**config.mk**
```make
export PLATFORM = sky130hd
export DESIGN_NAME = ram_mar_responder_flat
export DESIGN_NICKNAME = d
export VERILOG_FILES = /design/src/rtl/ram_mar_responder_if.sv /design/src/rtl/ram_mar_responder.sv /design/src/flat_wrapper.sv
export SDC_FILE = /design/constraint.sdc
export NUM_CORES = 1
export LEC_CHECK = 0
export ABC_AREA = 1
export CORE_UTILIZATION = 41
export CTS_CLUSTER_DIAMETER = 40
export DETAILED_ROUTE_END_ITERATION = 6
export DONT_BUFFER_PORTS = 1
export PLACE_DENSITY = 0.53
export SETUP_SLACK_MARGIN = 0.5
export SLEW_MARGIN = 20
export SYNTH_ARGS = -nofsm -noshare
export SYNTH_HDL_FRONTEND = slang
export SYNTH_SLANG_ARGS = --single-unit
```
**constraint.sdc**
```tcl
create_clock -name clk -period 3.5 [get_ports clk]
set_input_delay 0.35 -clock clk [delete_from_list [all_inputs] [get_ports clk]]
set_output_delay 0.35 -clock clk [all_outputs]
set_load 0.01 [all_outputs]
```
**src/rtl/ram_mar_responder_if.sv**
```systemverilog
// rtl/ram_mar_responder_if.sv - CPU bus, control strobe and loader stream bundle for ram_mar_responder
//
// Purpose: groups every non-clock/reset signal of ram_mar_responder.
//   master modport: the CPU/control side (drives bus_in, strobes, loader stream)
//   slave modport : the RAM/MAR block
// Signals:
//   bus_in     - shared bus value seen by the RAM/MAR
//   bus_out    - RAM read data toward the bus, bus_oe qualifies it
//   lm/ram_we/ro - load MAR, write RAM[MAR], RAM output enable
//   prog_mode/prog_valid/prog_data/prog_ready - loader request and byte stream
//   prog_done  - all locations loaded
//   cpu_hold   - loader owns the RAM
//   mar_q      - current MAR value
interface ram_mar_responder_if #(
  parameter int ADDR_W = 4,
  parameter int DATA_W = 8
);
  logic [DATA_W-1:0] bus_in;
  logic [DATA_W-1:0] bus_out;
  logic              bus_oe;
  logic              lm;
  logic              ram_we;
  logic              ro;
  logic              prog_mode;
  logic              prog_valid;
  logic [DATA_W-1:0] prog_data;
  logic              prog_ready;
  logic              prog_done;
  logic              cpu_hold;
  logic [ADDR_W-1:0] mar_q;

  modport master (
    output bus_in, lm, ram_we, ro, prog_mode, prog_valid, prog_data,
    input  bus_out, bus_oe, prog_ready, prog_done, cpu_hold, mar_q
  );

  modport slave (
    input  bus_in, lm, ram_we, ro, prog_mode, prog_valid, prog_data,
    output bus_out, bus_oe, prog_ready, prog_done, cpu_hold, mar_q
  );
endinterface

```
**src/rtl/ram_mar_responder.sv**
```systemverilog
// rtl/ram_mar_responder.sv - 16x8 RAM with MAR on the shared CPU bus, optional program loader
//
// Purpose: memory address register plus program/data RAM answering the
//   control strobes lm (load MAR), ram_we (write RAM[MAR]) and ro (drive
//   RAM[MAR] onto the bus). Reads are combinational from MAR.
// Optional feature macro: RAM_PROG_LOADER_EN
//   defined   - IDLE/LOAD/DONE loader FSM fills RAM from prog_data while
//               holding the CPU off the RAM
//   undefined - no FSM; prog_ready/prog_done/cpu_hold tied low, prog_* ignored
// Ports:
//   clk   - system clock, rising edge
//   rst_n - asynchronous active-low reset (clears MAR, RAM and loader)
//   bus   - ram_mar_responder_if.slave (bus, strobes, loader stream, mar_q)
module ram_mar_responder #(
  parameter int ADDR_W = 4,
  parameter int DATA_W = 8
) (
  input  logic                 clk,
  input  logic                 rst_n,
  ram_mar_responder_if.slave   bus
);
  localparam int DEPTH = 2 ** ADDR_W;

  logic [DATA_W-1:0] mem [DEPTH];
  logic [ADDR_W-1:0] mar;

  logic              idle;       // CPU owns the RAM
  logic              load_we;    // loader write this cycle
  logic [ADDR_W-1:0] load_addr;
  logic [DATA_W-1:0] load_data;

`ifdef RAM_PROG_LOADER_EN
  typedef enum logic [1:0] {S_IDLE, S_LOAD, S_DONE} state_t;

  state_t            state, state_nx;
  logic [ADDR_W-1:0] load_addr_nx;
  logic              ready_c, done_c, hold_c;

  always_ff @(posedge clk or negedge rst_n) begin
    if (!rst_n) begin
      state     <= S_IDLE;
      load_addr <= '0;
    end else begin
      state     <= state_nx;
      load_addr <= load_addr_nx;
    end
  end

  always_comb begin
    state_nx     = state;
    load_addr_nx = load_addr;
    load_we      = 1'b0;
    ready_c      = 1'b0;
    done_c       = 1'b0;
    hold_c       = 1'b0;
    case (state)
      S_IDLE: begin
        if (bus.prog_mode) begin
          state_nx     = S_LOAD;
          load_addr_nx = '0;
        end
      end
      S_LOAD: begin
        ready_c = 1'b1;
        hold_c  = 1'b1;
        // ready is unconditional in LOAD, so a valid byte is always taken,
        // even in the cycle that prog_mode drops
        if (bus.prog_valid) begin
          load_we      = 1'b1;
          load_addr_nx = load_addr + 1'b1;   // wraps naturally after the last word
        end
        if (!bus.prog_mode)
          state_nx = S_IDLE;
        else if (bus.prog_valid && (load_addr == ADDR_W'(DEPTH - 1)))
          state_nx = S_DONE;
      end
      S_DONE: begin
        done_c = 1'b1;
        hold_c = 1'b1;
        if (!bus.prog_mode)
          state_nx = S_IDLE;
      end
      default: state_nx = S_IDLE;
    endcase
  end

  assign idle           = (state == S_IDLE);
  assign load_data      = bus.prog_data;
  assign bus.prog_ready = ready_c;
  assign bus.prog_done  = done_c;
  assign bus.cpu_hold   = hold_c;
`else
  logic unused_prog;
  assign unused_prog    = ^{bus.prog_mode, bus.prog_valid, bus.prog_data};

  assign idle           = 1'b1;
  assign load_we        = 1'b0;
  assign load_addr      = '0;
  assign load_data      = '0;
  assign bus.prog_ready = 1'b0;
  assign bus.prog_done  = 1'b0;
  assign bus.cpu_hold   = 1'b0;
`endif

  // MAR and RAM share one register process so the async clear covers both.
  // ram_we uses the pre-edge MAR, so lm+ram_we together writes the old address.
  always_ff @(posedge clk or negedge rst_n) begin
    if (!rst_n) begin
      mar <= '0;
      for (int i = 0; i < DEPTH; i++)
        mem[i] <= '0;
    end else if (load_we) begin
      mem[load_addr] <= load_data;
    end else if (idle) begin
      if (bus.ram_we)
        mem[mar] <= bus.bus_in;
      if (bus.lm)
        mar <= bus.bus_in[ADDR_W-1:0];
    end
  end

  assign bus.bus_oe  = bus.ro && idle;
  assign bus.bus_out = (bus.ro && idle) ? mem[mar] : '0;
  assign bus.mar_q   = mar;
endmodule
```
**src/flat_wrapper.sv**
```systemverilog
// flat-port wrapper written by rule: the top's interface ports become plain ports
module ram_mar_responder_flat 
#(
  parameter int ADDR_W = 4,
  parameter int DATA_W = 8
)
  (clk, rst_n, bus_bus_in, bus_lm, bus_ram_we, bus_ro, bus_prog_mode, bus_prog_valid, bus_prog_data, bus_bus_out, bus_bus_oe, bus_prog_ready, bus_prog_done, bus_cpu_hold, bus_mar_q);
  ram_mar_responder_if #(.ADDR_W(ADDR_W), .DATA_W(DATA_W)) bus_i ();
  input  logic clk;
  input  logic rst_n;
  input wire logic [$bits(bus_i.bus_in)-1:0] bus_bus_in;
  input wire logic [$bits(bus_i.lm)-1:0] bus_lm;
  input wire logic [$bits(bus_i.ram_we)-1:0] bus_ram_we;
  input wire logic [$bits(bus_i.ro)-1:0] bus_ro;
  input wire logic [$bits(bus_i.prog_mode)-1:0] bus_prog_mode;
  input wire logic [$bits(bus_i.prog_valid)-1:0] bus_prog_valid;
  input wire logic [$bits(bus_i.prog_data)-1:0] bus_prog_data;
  output wire logic [$bits(bus_i.bus_out)-1:0] bus_bus_out;
  output wire logic [$bits(bus_i.bus_oe)-1:0] bus_bus_oe;
  output wire logic [$bits(bus_i.prog_ready)-1:0] bus_prog_ready;
  output wire logic [$bits(bus_i.prog_done)-1:0] bus_prog_done;
  output wire logic [$bits(bus_i.cpu_hold)-1:0] bus_cpu_hold;
  output wire logic [$bits(bus_i.mar_q)-1:0] bus_mar_q;
  assign bus_i.bus_in = bus_bus_in;
  assign bus_i.lm = bus_lm;
  assign bus_i.ram_we = bus_ram_we;
  assign bus_i.ro = bus_ro;
  assign bus_i.prog_mode = bus_prog_mode;
  assign bus_i.prog_valid = bus_prog_valid;
  assign bus_i.prog_data = bus_prog_data;
  assign bus_bus_out = bus_i.bus_out;
  assign bus_bus_oe = bus_i.bus_oe;
  assign bus_prog_ready = bus_i.prog_ready;
  assign bus_prog_done = bus_i.prog_done;
  assign bus_cpu_hold = bus_i.cpu_hold;
  assign bus_mar_q = bus_i.mar_q;
  ram_mar_responder #(.ADDR_W(ADDR_W), .DATA_W(DATA_W)) u_core (.clk(clk), .rst_n(rst_n), .bus(bus_i));
endmodule
```
; ---- After elaboration in Yosys (flattened, before gate mapping)
; Cells that the tools add are included.
; W data, S select, Z words.
[word_totals]
reg_bits = 132
latch_bits = 0
mem_bits_rw = 0
mem_bits_ro = 0
inputBits = 23
out_inout_bits = 16
elab_cells = 28
n_memories = 0
[op_classes]
n_addsub = 0
n_mul = 0
div_mod_pow = 0
magnitude_cmp = 2
n_eq_ne = 0
shifts = 0
muxes = 7
n_bitwise = 1
reduce_logical = 1
[op_table]
columns = operator, n
row1 = $bwmux W128, 1
row2 = $bmux W8 S4, 1
row3 = $demux W8 S4, 1
row4 = $mux W8, 4
row5 = $ge A5 B5 Y1 const B, 1
row6 = $lt A5 B1 Y1 const B, 1
row7 = $not A4 Y5, 1
row8 = $logic_and A1 B1 Y1, 1

; ---- Logic depth before layout (Yosys ltp)
; Gate-level depths: netlist (run 1).
[depth]
word_depth = 6
ltp_mapped = 11

; ---- Worst setup path after synthesis (run 1)
; Ideal clock, no wire load.
[synth_timing]
path_type = register -> output
start = reg u_core.mar[0] (netlist: u_core.bus.mar_q[0])
end = out bus_bus_out[0]
arrival_time_ns = 1.383
required_ns = 3.150
slack_ns = 1.767
path_stages_with_launch = 12
path_cell_list = dfrtp_1 inv_2 buf_2 buf_2 nand2_1 nand2_1 nand2_1 nand2_1 nand2_1 nand2_1 nor2_1 nor2_1
[synth_via]
elab_chain_cells = 5
[synth_rtl]
columns = element, line
row1 = "start, declared", ram_mar_responder.sv:25  ; logic [ADDR_W-1:0] mar;
row2 = "start signal, assigned", ram_mar_responder.sv:118  ; mar <= bus.bus_in[ADDR_W-1:0];
row3 = $not A4 Y5 (not written as such), ram_mar_responder.sv:123  ; assign bus.bus_out = (bus.ro && idle) ? mem[mar] : '0;
row4 = $bmux W8 S4, ram_mar_responder.sv:123
row5 = $mux W8 (not written as such) (2 in series), ram_mar_responder.sv:123
row6 = $mux W8, ram_mar_responder.sv:123
row7 = "end, declared", flat_wrapper.sv:18  ; output wire logic [$bits(bus_i.bus_out)-1:0] bus_bus_out;
; Every way passes these cells. The select of a mux whose other input is x is not followed.

; ---- Worst setup path after layout (run 1)
[layout_timing]
start = reg u_core.mar[0] (netlist: u_core.bus.mar_q[0])
end = out bus_bus_out[6]
; Same word-level chain as after synthesis.

==> results of run 1 <==
[state kept, by name (all words and copies together), names as in the netlist]
register,flops
u_core.mem,128
u_core.bus.mar_q,4
[per-stage QoR]
step | total power, µW | cell area, µm² | setup slack (ns) | hold slack, ns | instances
after floorplan | 3100 | 6250 | 1.77 | 0.0544 | 846
after global placement | 3310 | 6270 | 1.21 | 0.0583 | 982
after detailed placement | 3360 | 6270 | 1.18 | 0.0581 | 982
after CTS | 5170 | 6880 | 0.782 | -0.386 | 1011
after global routing | 5490 | 6880 | 0.598 | -0.387 | 1011
final | 5130 | 6880 | 0.834 | -0.371 | 1011
[worst max-delay path by stage]
stage / from / slack [ns] / to / cells after the start
4_1_cts: u_core.bus.mar_q[0] / 0.78 / bus_bus_out[6] / 10
3_3_place_gp: u_core.bus.mar_q[0] / 1.21 / bus_bus_out[5] / 10
6_report: u_core.bus.mar_q[0] / 0.83 / bus_bus_out[6] / 10
2_1_floorplan: u_core.bus.mar_q[0] / 1.77 / bus_bus_out[0] / 11
5_1_grt: u_core.bus.mar_q[0] / 0.60 / bus_bus_out[5] / 10
3_5_place_dp: u_core.bus.mar_q[2] / 1.18 / u_core.mem[112] / 3
[routing by layer]
metal | share of wire (%) | global-route usage, % | up-vias
met2 | 47 | 35.2 | 111
met1 | 47 | 30.2 | 2440
met5 | 0 | 0 | -
li1 | - | - | 2561
met4 | 1.8 | 7.75 | 0
met3 | 4.4 | 3.89 | 18
[cell usage after synthesis]
master and n:
nand2_1 431, nand3_1 2, dfrtp_1 132, buf_4 7
clkbuf_1 21, inv_2 2, nor3_2 2, nor2_1 69
clkinv_1 1, nor2_4 3, inv_1 14, buf_2 21
conb_1 1, a21oi_1 48, nor2_2 3, buf_1 3
o21ai_0 84
[power by group]
group          internal [µW]  switching (µW)  total, µW  leakage [µW]
logic                    407             638       1050       0.00161
registers               2030             260       2290       0.00162
clock network           1190             612       1800      0.000300
[kinds of logic after synthesis]
logic type	Yosys count	share of synthesized area, %
AO/OA/AOI/OAI	132	10.6
buffers and inverters	69	4.99
flip-flops	132	52.9
other	1	0.0601
AND/OR/NAND/NOR	510	31.4
[final cells by class]
| cell class | instances | share of cell area, % |
|---|---|---|
| Multi-Input combinational cell | 645 | 38.3 |
| Timing Repair Buffer | 4 | 0.619 |
| Sequential cell | 132 | 48.1 |
| Inverter | 17 | 0.928 |
| Tap cell | 184 | 3.35 |
| Clock buffer | 26 | 7.84 |
| Clock inverter | 3 | 0.946 |
[critical path, stage by stage, from the launching register on]
cell,delay (ns)
dfrtp_2,0.40
inv_2,0.44
buf_12,0.30
nand2_1,0.08
nand2_1,0.06
nand2_1,0.05
nand2_1,0.08
nand2_1,0.09
nand2_1,0.15
nor2_1,0.07
nor2_1,0.18
==> results.py, run 1 <==
metrics = {
    "outcome": {
        "outcome": "finished with violations",
        "violations": "design-rule violations, negative hold slack",
    },
    "worst_setup_path": {
        "required_ns": 3.15,
        "reg2reg_to": "u_core.mem[111]",
        "crit_path_start_kind": "flip-flop",
        "r2r_setup_slack_ns": 1.16,
        "cp_max_fo": 38,
        "critical_path_class": "flip-flop to output pin",
        "cp-end-kind": "output pin",
        "r2r_cells": 3,
        "r2r_start": "u_core.bus.mar_q[2]",
        "worstPathArrival_ns": 2.32,
    },
    "yosys": {
        "ys_seq_area_share_pct": 52.9,
        "synth_cells": 844,
        "synth_top_area_share_pct": 52.9,
        "yosys.area.top_type": "dfrtp_1",
        "synthesis.area_um2": 6240,
        "syn_area_per_cell_um2": 7.39,
        "ys_types": 17,
        "yosys-top-cells-area": "dfrtp_1, nand2_1, o21ai_0",
        "yosysWarnings": 0,
        "ys_ff_latch": 132,
    },
    "global_routing": {
        "grt_max_degree": 133,
        "grt_pass1_vias": 4928,
        "gr-usage-all-layers_pct": 22.1,
        "grt_pass1_wl_mm": 26.2,
        "antenna_found_initial": 0,
        "grt_overflow": 0,
    },
    "die": {
        "dieArea_um2": 15700,
        "initial_core_util_pct": 42.4,
        "core_area_um2": 14700,
        "pin_count": 39,
        "chipHeight_um": 125,
        "dieWidth_um": 125,
        "std_cell_rows": 44,
    },
    "finish": {
        "layout-drive-gt1-share_pct": 5.20,
        "utilization_pct": 46.8,
        "multi_input_area_um2": 2630,
        "final_common_cell": "nand2_1",
        "n_antenna_cell": 0,
        "final_nets": 840,
        "layout_common_cells": "nand2_1, dfrtp_1, o21ai_0",
        "area_delta_synth_final_pct": 10.2,
        "n_fill_cell": 1452,
        "seq_area_um2": 3300,
    },
    "cts": {
        "cts_tree": "yes",
        "cts_sinks": 132,
        "clockRootBuffer": "clkbuf_16",
        "cts_buffer_depth": 2,
        "cts_max_level": 4,
        "ctsResizeCount": 0,
        "cts_inserted_buffers": 17,
        "clkLatencyLatePin_ns": 0.42,
        "clkTransAtPathRegs_ns": 0.06,
        "post_cts_buffers": 0,
    },
    "drt": {
        "wirelength_mm": 16.0,
        "drt_pass1_iterations": 7,
        "vias_per_cell": 5.07,
        "antenna_left": 0,
        "routedWlPerCell_um": 15.8,
        "vias": 5130,
        "drt_iter0_markers": 422,
        "drc": 6,
    },
    "pwr": {
        "ir_drop_v": 0.000360,
        "p_leak_uw": 0.00352,
        "power_density_nw_per_um2": 747,
    },
    "sta": {
        "skew_ns": 0.00518,
        "rsz0062_at_grt": "no",
        "worstMarginPinSlew_ns": 0.921,
        "slew_viol_final": 0,
        "period_share_pct": 76.2,
        "max_freq_mhz": 375,
        "maxSlewHeadroom_pct": 38.4,
        "holdWs_ns": -0.371,
        "setup_viol": 0,
        "fin_tns_setup_ns": 0,
        "finalCriticalPeriod_ns": 2.67,
        "finalHoldViolCount": 132,
    },
    "run": {
        "drv_cap": 0,
    },
    "place": {
        "port-buffer-count": 0,
        "post-dp-hpwl_mm": 9.46,
        "gp_congestion": 0.744,
    },
    "hold_path": {
        "min-delay-path-class": "input port to async pin",
    },
}
No activity file was read; power rests on OpenSTA's default activity.
==> inputs of run 2 (changes only) <==
--- a/config.mk
+++ b/config.mk
@@ -10,7 +10,7 @@
 export CTS_CLUSTER_DIAMETER = 40
 export DETAILED_ROUTE_END_ITERATION = 6
 export DONT_BUFFER_PORTS = 1
-export PLACE_DENSITY = 0.53
+export PLACE_DENSITY = 0.55
 export SETUP_SLACK_MARGIN = 0.5
 export SLEW_MARGIN = 20
 export SYNTH_ARGS = -nofsm -noshare
==> constraint.sdc (replaced) <==
create_clock -name clk -period 2.45 [get_ports clk]
set_input_delay 0.245 -clock clk [delete_from_list [all_inputs] [get_ports clk]]
set_output_delay 0.245 -clock clk [all_outputs]
set_load 0.01 [all_outputs]
==> results.py, run 2 (synthesized netlist as in run 1, its figures left out) <==
metrics = {
    "outcome": {
        "outcome": "finished with violations",
        "violations": "design-rule violations, negative hold slack",
    },
    "die": {
        "dieWidth_um": 125,
        "dieArea_um2": 15700,
        "pin_count": 39,
        "std_cell_rows": 44,
        "core_area_um2": 14700,
        "chipHeight_um": 125,
        "initial_core_util_pct": 42.4,
    },
    "pwr": {
        "total_power_uw": 7320,
        "p_int_uw": 5010,
        "p_sw_share_pct": 31.6,
        "pwr-share-seq_pct": 44.8,
        "p_leak_uw": 0.00375,
        "power_density_nw_per_um2": 980,
        "clkPwrFrac_pct": 31.1,
        "power_frac_comb_pct": 24.1,
        "switching_power_uw": 2310,
        "ir_drop_v": 0.000525,
    },
    "cts": {
        "cts_inserted_buffers": 17,
        "clkTransAtPathRegs_ns": 0.06,
        "cts_sinks": 132,
        "cts_max_level": 4,
        "clkLatencyLatePin_ns": 0.42,
        "cts_buffer_depth": 2,
        "cts_hold_buf": 5,
        "clockRootBuffer": "clkbuf_16",
        "cts_tree": "yes",
    },
    "worst_setup_path": {
        "worstPathArrival_ns": 1.86,
        "crit_slowest_cell": "dfrtp_2",
        "required_ns": 2.20,
        "critical_path_class": "flip-flop to output pin",
        "crit_path_cell_trace": "clkinv_8, buf_16, nand2_1, nand2_1, nand2_1, nand2_1, nand2_1, nand2_2, nor2_4, nor2_4",
        "critPathMaxStageDelay_ns": 0.48,
        "path_depth": 10,
        "cp.buffers_inverters": 2,
        "cp-end-kind": "output pin",
        "path_common_cell": "nand2_1",
        "crit_path_start_kind": "flip-flop",
        "path_delay_family": "simple AND/OR/NAND/NOR gates",
        "r2r_cells": 5,
        "cp_max_fo": 13,
    },
    "drt": {
        "drt_iter0_markers": 466,
        "routed.top_layer": "met4",
        "routedWlPerCell_um": 16.4,
        "wl_met2_mm": 7.50,
        "wirelength_mm": 17.1,
        "drt_pass1_iterations": 7,
        "met1_length_mm": 8.47,
        "vias_per_cell": 5.12,
        "wl_met3_um": 777,
        "drc": 5,
        "antenna_left": 0,
        "vias": 5331,
    },
    "finish": {
        "regMostFlops": "u_core.mem",
        "final_common_cell": "nand2_1",
        "area_delta_synth_final_pct": 19.7,
        "utilization_pct": 50.8,
        "layout-drive-gt1-share_pct": 12.9,
        "largest_register_ffs": 128,
        "final_nets": 869,
        "n_antenna_cell": 0,
        "layout_common_cells": "nand2_1, dfrtp_1, o21ai_0",
    },
    "place": {
        "dpl_worst_slack_ns": 0.475,
        "port-buffer-count": 0,
        "gp_congestion": 0.779,
        "post-dp-hpwl_mm": 9.68,
    },
    "sta": {
        "holdWs_ns": -0.473,
        "max_freq_mhz": 475,
        "slew_viol_final": 0,
        "fin_tns_setup_ns": 0,
        "finalCriticalPeriod_ns": 2.10,
        "worstMarginPinSlew_ns": 0.668,
        "finalHoldViolCount": 132,
        "setup_viol": 0,
        "maxSlewHeadroom_pct": 55.4,
        "period_share_pct": 85.9,
        "rsz0062_at_grt": "yes",
        "skew_ns": 0.0110,
        "setup_slack_ns": 0.346,
    },
    "global_routing": {
        "grt_overflow": 0,
        "antenna_found_initial": 0,
        "grt_max_degree": 133,
        "gr-usage-all-layers_pct": 23.1,
        "grt_pass1_vias": 4950,
        "grt_pass1_wl_mm": 27.3,
    },
    "hold_path": {
        "min-delay-path-class": "input port to async pin",
    },
    "run": {
        "drv_cap": 0,
    },
}
## run 2: cell type report
type                            count  area, µm²
Clock buffer                       19        433
Clock inverter                     12       91.3
Fill cell                        1412       7230
Inverter                           17       82.6
Multi-Input combinational cell    645       2790
Sequential cell                   132       3300
Tap cell                          184        230
Timing Repair Buffer               33        532
## run 2: power by group through the flow
stage,logic [µW],registers (µW),clock network (µW)
2_1_floorplan,1220,3210,0
3_3_place_gp,1480,3270,0
3_5_place_dp,1520,3300,0
4_1_cts,1640,3270,2330
5_1_grt,2040,3360,2430
6_report,1760,3280,2280
## run 2: worst paths after layout
path                                startpoint               to  slack [ns]
hold reg to reg                u_core.mem[102]  u_core.mem[102]        0.48
hold / removal                           rst_n  u_core.mem[111]       -0.47
setup reg to reg           u_core.bus.mar_q[0]   u_core.mem[30]        0.43
min in group clk                    bus_ram_we  u_core.mem[107]        0.20
setup / recovery           u_core.bus.mar_q[0]   bus_bus_out[4]        0.35
max in group asynchronous                rst_n   u_core.mem[18]        2.75
## run 2: through the flow
stage                     area [µm²]  instances
after floorplan                 6250        846
after global placement          6340        988
after detailed placement        6340        988
after CTS                       7160       1032
after global routing            7470       1042
final                           7470       1042
## run 2: routing by layer
| layer | global-route usage [%] | up-vias |
|---|---|---|
| li1 | - | 2639 |
| met4 | 7.96 | 0 |
| met3 | 4.36 | 23 |
| met5 | 0 | - |
| met1 | 33.5 | 2554 |
| met2 | 34.7 | 115 |
## run 2: worst register-to-register path, stage by stage (launching register included)
cell and delay (ns):
dfrtp_2 0.48, buf_8 0.17, buf_16 0.16, nor3_2 0.39, nand2_1 0.41, o21ai_0 0.30
## run 2: timing repair
action                                  CTS  global route
resized for setup                        34            36
cloned                                    5             5
buffers inserted                          3             5
hold endpoints to repair                136           132
pin swaps                                 5             9
endpoints found under the setup margin    8            93
==> inputs of run 3 (changes only) <==
--- a/config.mk
+++ b/config.mk
@@ -10,6 +10,7 @@
 export CTS_CLUSTER_DIAMETER = 40
 export DETAILED_ROUTE_END_ITERATION = 6
 export DONT_BUFFER_PORTS = 1
+export MAX_ROUTING_LAYER = met4
 export PLACE_DENSITY = 0.55
 export SETUP_SLACK_MARGIN = 0.5
 export SLEW_MARGIN = 20
==> results.py, run 3 (synthesized netlist as in run 1, its figures left out) <==
metrics = {
    "outcome": {
        "outcome": "finished with violations",
        "violations": "design-rule violations, negative hold slack",
    },
    "cts": {
        "cts_sinks": 132,
        "clockRootBuffer": "clkbuf_16",
        "cts_tree": "yes",
        "clkTransAtPathRegs_ns": 0.06,
        "cts_hold_buf": 5,
        "cts_buffer_depth": 2,
        "cts_inserted_buffers": 17,
        "clkLatencyLatePin_ns": 0.43,
        "cts_max_level": 4,
    },
    "worst_setup_path": {
        "cp-end-kind": "output pin",
        "worstPathArrival_ns": 1.88,
        "required_ns": 2.20,
        "cp_max_fo": 16,
        "crit_path_start_kind": "flip-flop",
        "critical_path_class": "flip-flop to output pin",
    },
    "finish": {
        "n_antenna_cell": 0,
        "largest_register_ffs": 128,
        "layout_common_cells": "nand2_1, dfrtp_1, o21ai_0",
        "final_nets": 869,
        "area_delta_synth_final_pct": 19.8,
        "regMostFlops": "u_core.mem",
        "layout-drive-gt1-share_pct": 12.8,
        "final_common_cell": "nand2_1",
    },
    "sta": {
        "period_share_pct": 86.9,
        "finalCriticalPeriod_ns": 2.13,
        "worstMarginPinSlew_ns": 0.672,
        "rsz0062_at_grt": "yes",
        "finalHoldViolCount": 132,
        "max_freq_mhz": 470,
        "setup_viol": 0,
        "skew_ns": 0.0110,
        "holdWs_ns": -0.476,
        "fin_tns_setup_ns": 0,
        "maxSlewHeadroom_pct": 55.2,
        "slew_viol_final": 0,
    },
    "die": {
        "dieWidth_um": 125,
        "core_area_um2": 14700,
        "initial_core_util_pct": 42.4,
        "std_cell_rows": 44,
        "pin_count": 39,
        "dieArea_um2": 15700,
        "chipHeight_um": 125,
    },
    "place": {
        "port-buffer-count": 0,
        "gp_congestion": 0.789,
        "post-dp-hpwl_mm": 9.68,
    },
    "drt": {
        "drt_iter0_markers": 419,
        "vias": 5363,
        "vias_per_cell": 5.15,
        "routedWlPerCell_um": 16.5,
        "wirelength_mm": 17.2,
        "antenna_left": 0,
        "drt_pass1_iterations": 7,
        "drc": 5,
    },
    "pwr": {
        "power_density_nw_per_um2": 981,
        "p_leak_uw": 0.00375,
        "ir_drop_v": 0.000532,
    },
    "global_routing": {
        "gr-usage-all-layers_pct": 23.8,
        "antenna_found_initial": 0,
        "grt_overflow": 0,
        "grt_pass1_vias": 4957,
        "grt_max_degree": 133,
        "grt_pass1_wl_mm": 27.2,
    },
    "run": {
        "drv_cap": 0,
    },
    "hold_path": {
        "min-delay-path-class": "input port to async pin",
    },
}
-- run 3: cell types whose count changed in the layout (fill, tap and decap cells not counted) --
cell,previous run,this run
nor2_2,8,9
nor2_4,14,13
nand2_1,406,407
clkbuf_16,21,22
nand2_2,25,24
buf_6,3,2
-- run 3: worst paths after layout --
kind	from	to	slack [ns]	depth (start not counted)
max	u_core.bus.mar_q[0]	bus_bus_out[2]	0.32	10
min	rst_n	u_core.mem[102]	-0.48	0
max reg2reg	u_core.bus.mar_q[0]	u_core.mem[30]	0.45	5
min reg2reg	u_core.mem[69]	u_core.mem[69]	0.48	2
max in group asynchronous	rst_n	u_core.mem[57]	2.67	0
min in group clk	bus_ram_we	u_core.mem[107]	0.21	2
-- run 3: critical path: stages (launching register included) --
cell	delay, ns
dfrtp_2	0.48
buf_4	0.17
clkbuf_16	0.18
nand2_1	0.07
nand2_1	0.05
nand2_1	0.05
nand2_1	0.06
nand2_1	0.11
nand2_2	0.10
nor2_4	0.14
nor2_2	0.06
-- run 3: per-layer routing --
metal	share of wire, %	global-route usage [%]	vias up
met5	0	-	-
met4	1.6	7.96	0
met3	4.6	4.19	20
met2	44	34.8	126
met1	49	33.3	2581
li1	-	-	2636
-- run 3: area by class of cell --
type,instances,area [µm²]
multi-input combinational,645,2790
clock buffer,19,433
sequential,132,3300
inverter,17,82.6
timing repair buffer,33,546
tap,184,230
clock inverter,12,91.3
fill,1407,7230
-- run 3: timing repair --
item / 4_1_cts / 5_1_grt
resized for setup: 34 / 34
cloned: 5 / 5
hold endpoints to repair: 136 / 132
buffers inserted: 3 / 5
pin swaps: 5 / 9
endpoints found under the setup margin: 8 / 93
-- run 3: stage by stage --
step	utilization (%)	setup slack [ns]	std cells	instance area [µm²]	total power [µW]
2_1_floorplan	-	0.822	846	6250	4430
3_3_place_gp	43.1	0.479	988	6340	4750
3_5_place_dp	43.1	0.475	988	6340	4820
4_1_cts	48.7	0.346	1032	7160	7250
5_1_grt	50.8	0.234	1042	7470	7830
6_report	50.8	0.321	1042	7470	7330
-- run 3: report_power, final --
group,switching [µW],internal (µW),total [µW],leakage [µW]
sequential,378,2900,3280,0.00162
combinational,1020,744,1770,0.00187
clock,922,1370,2290,0.000265
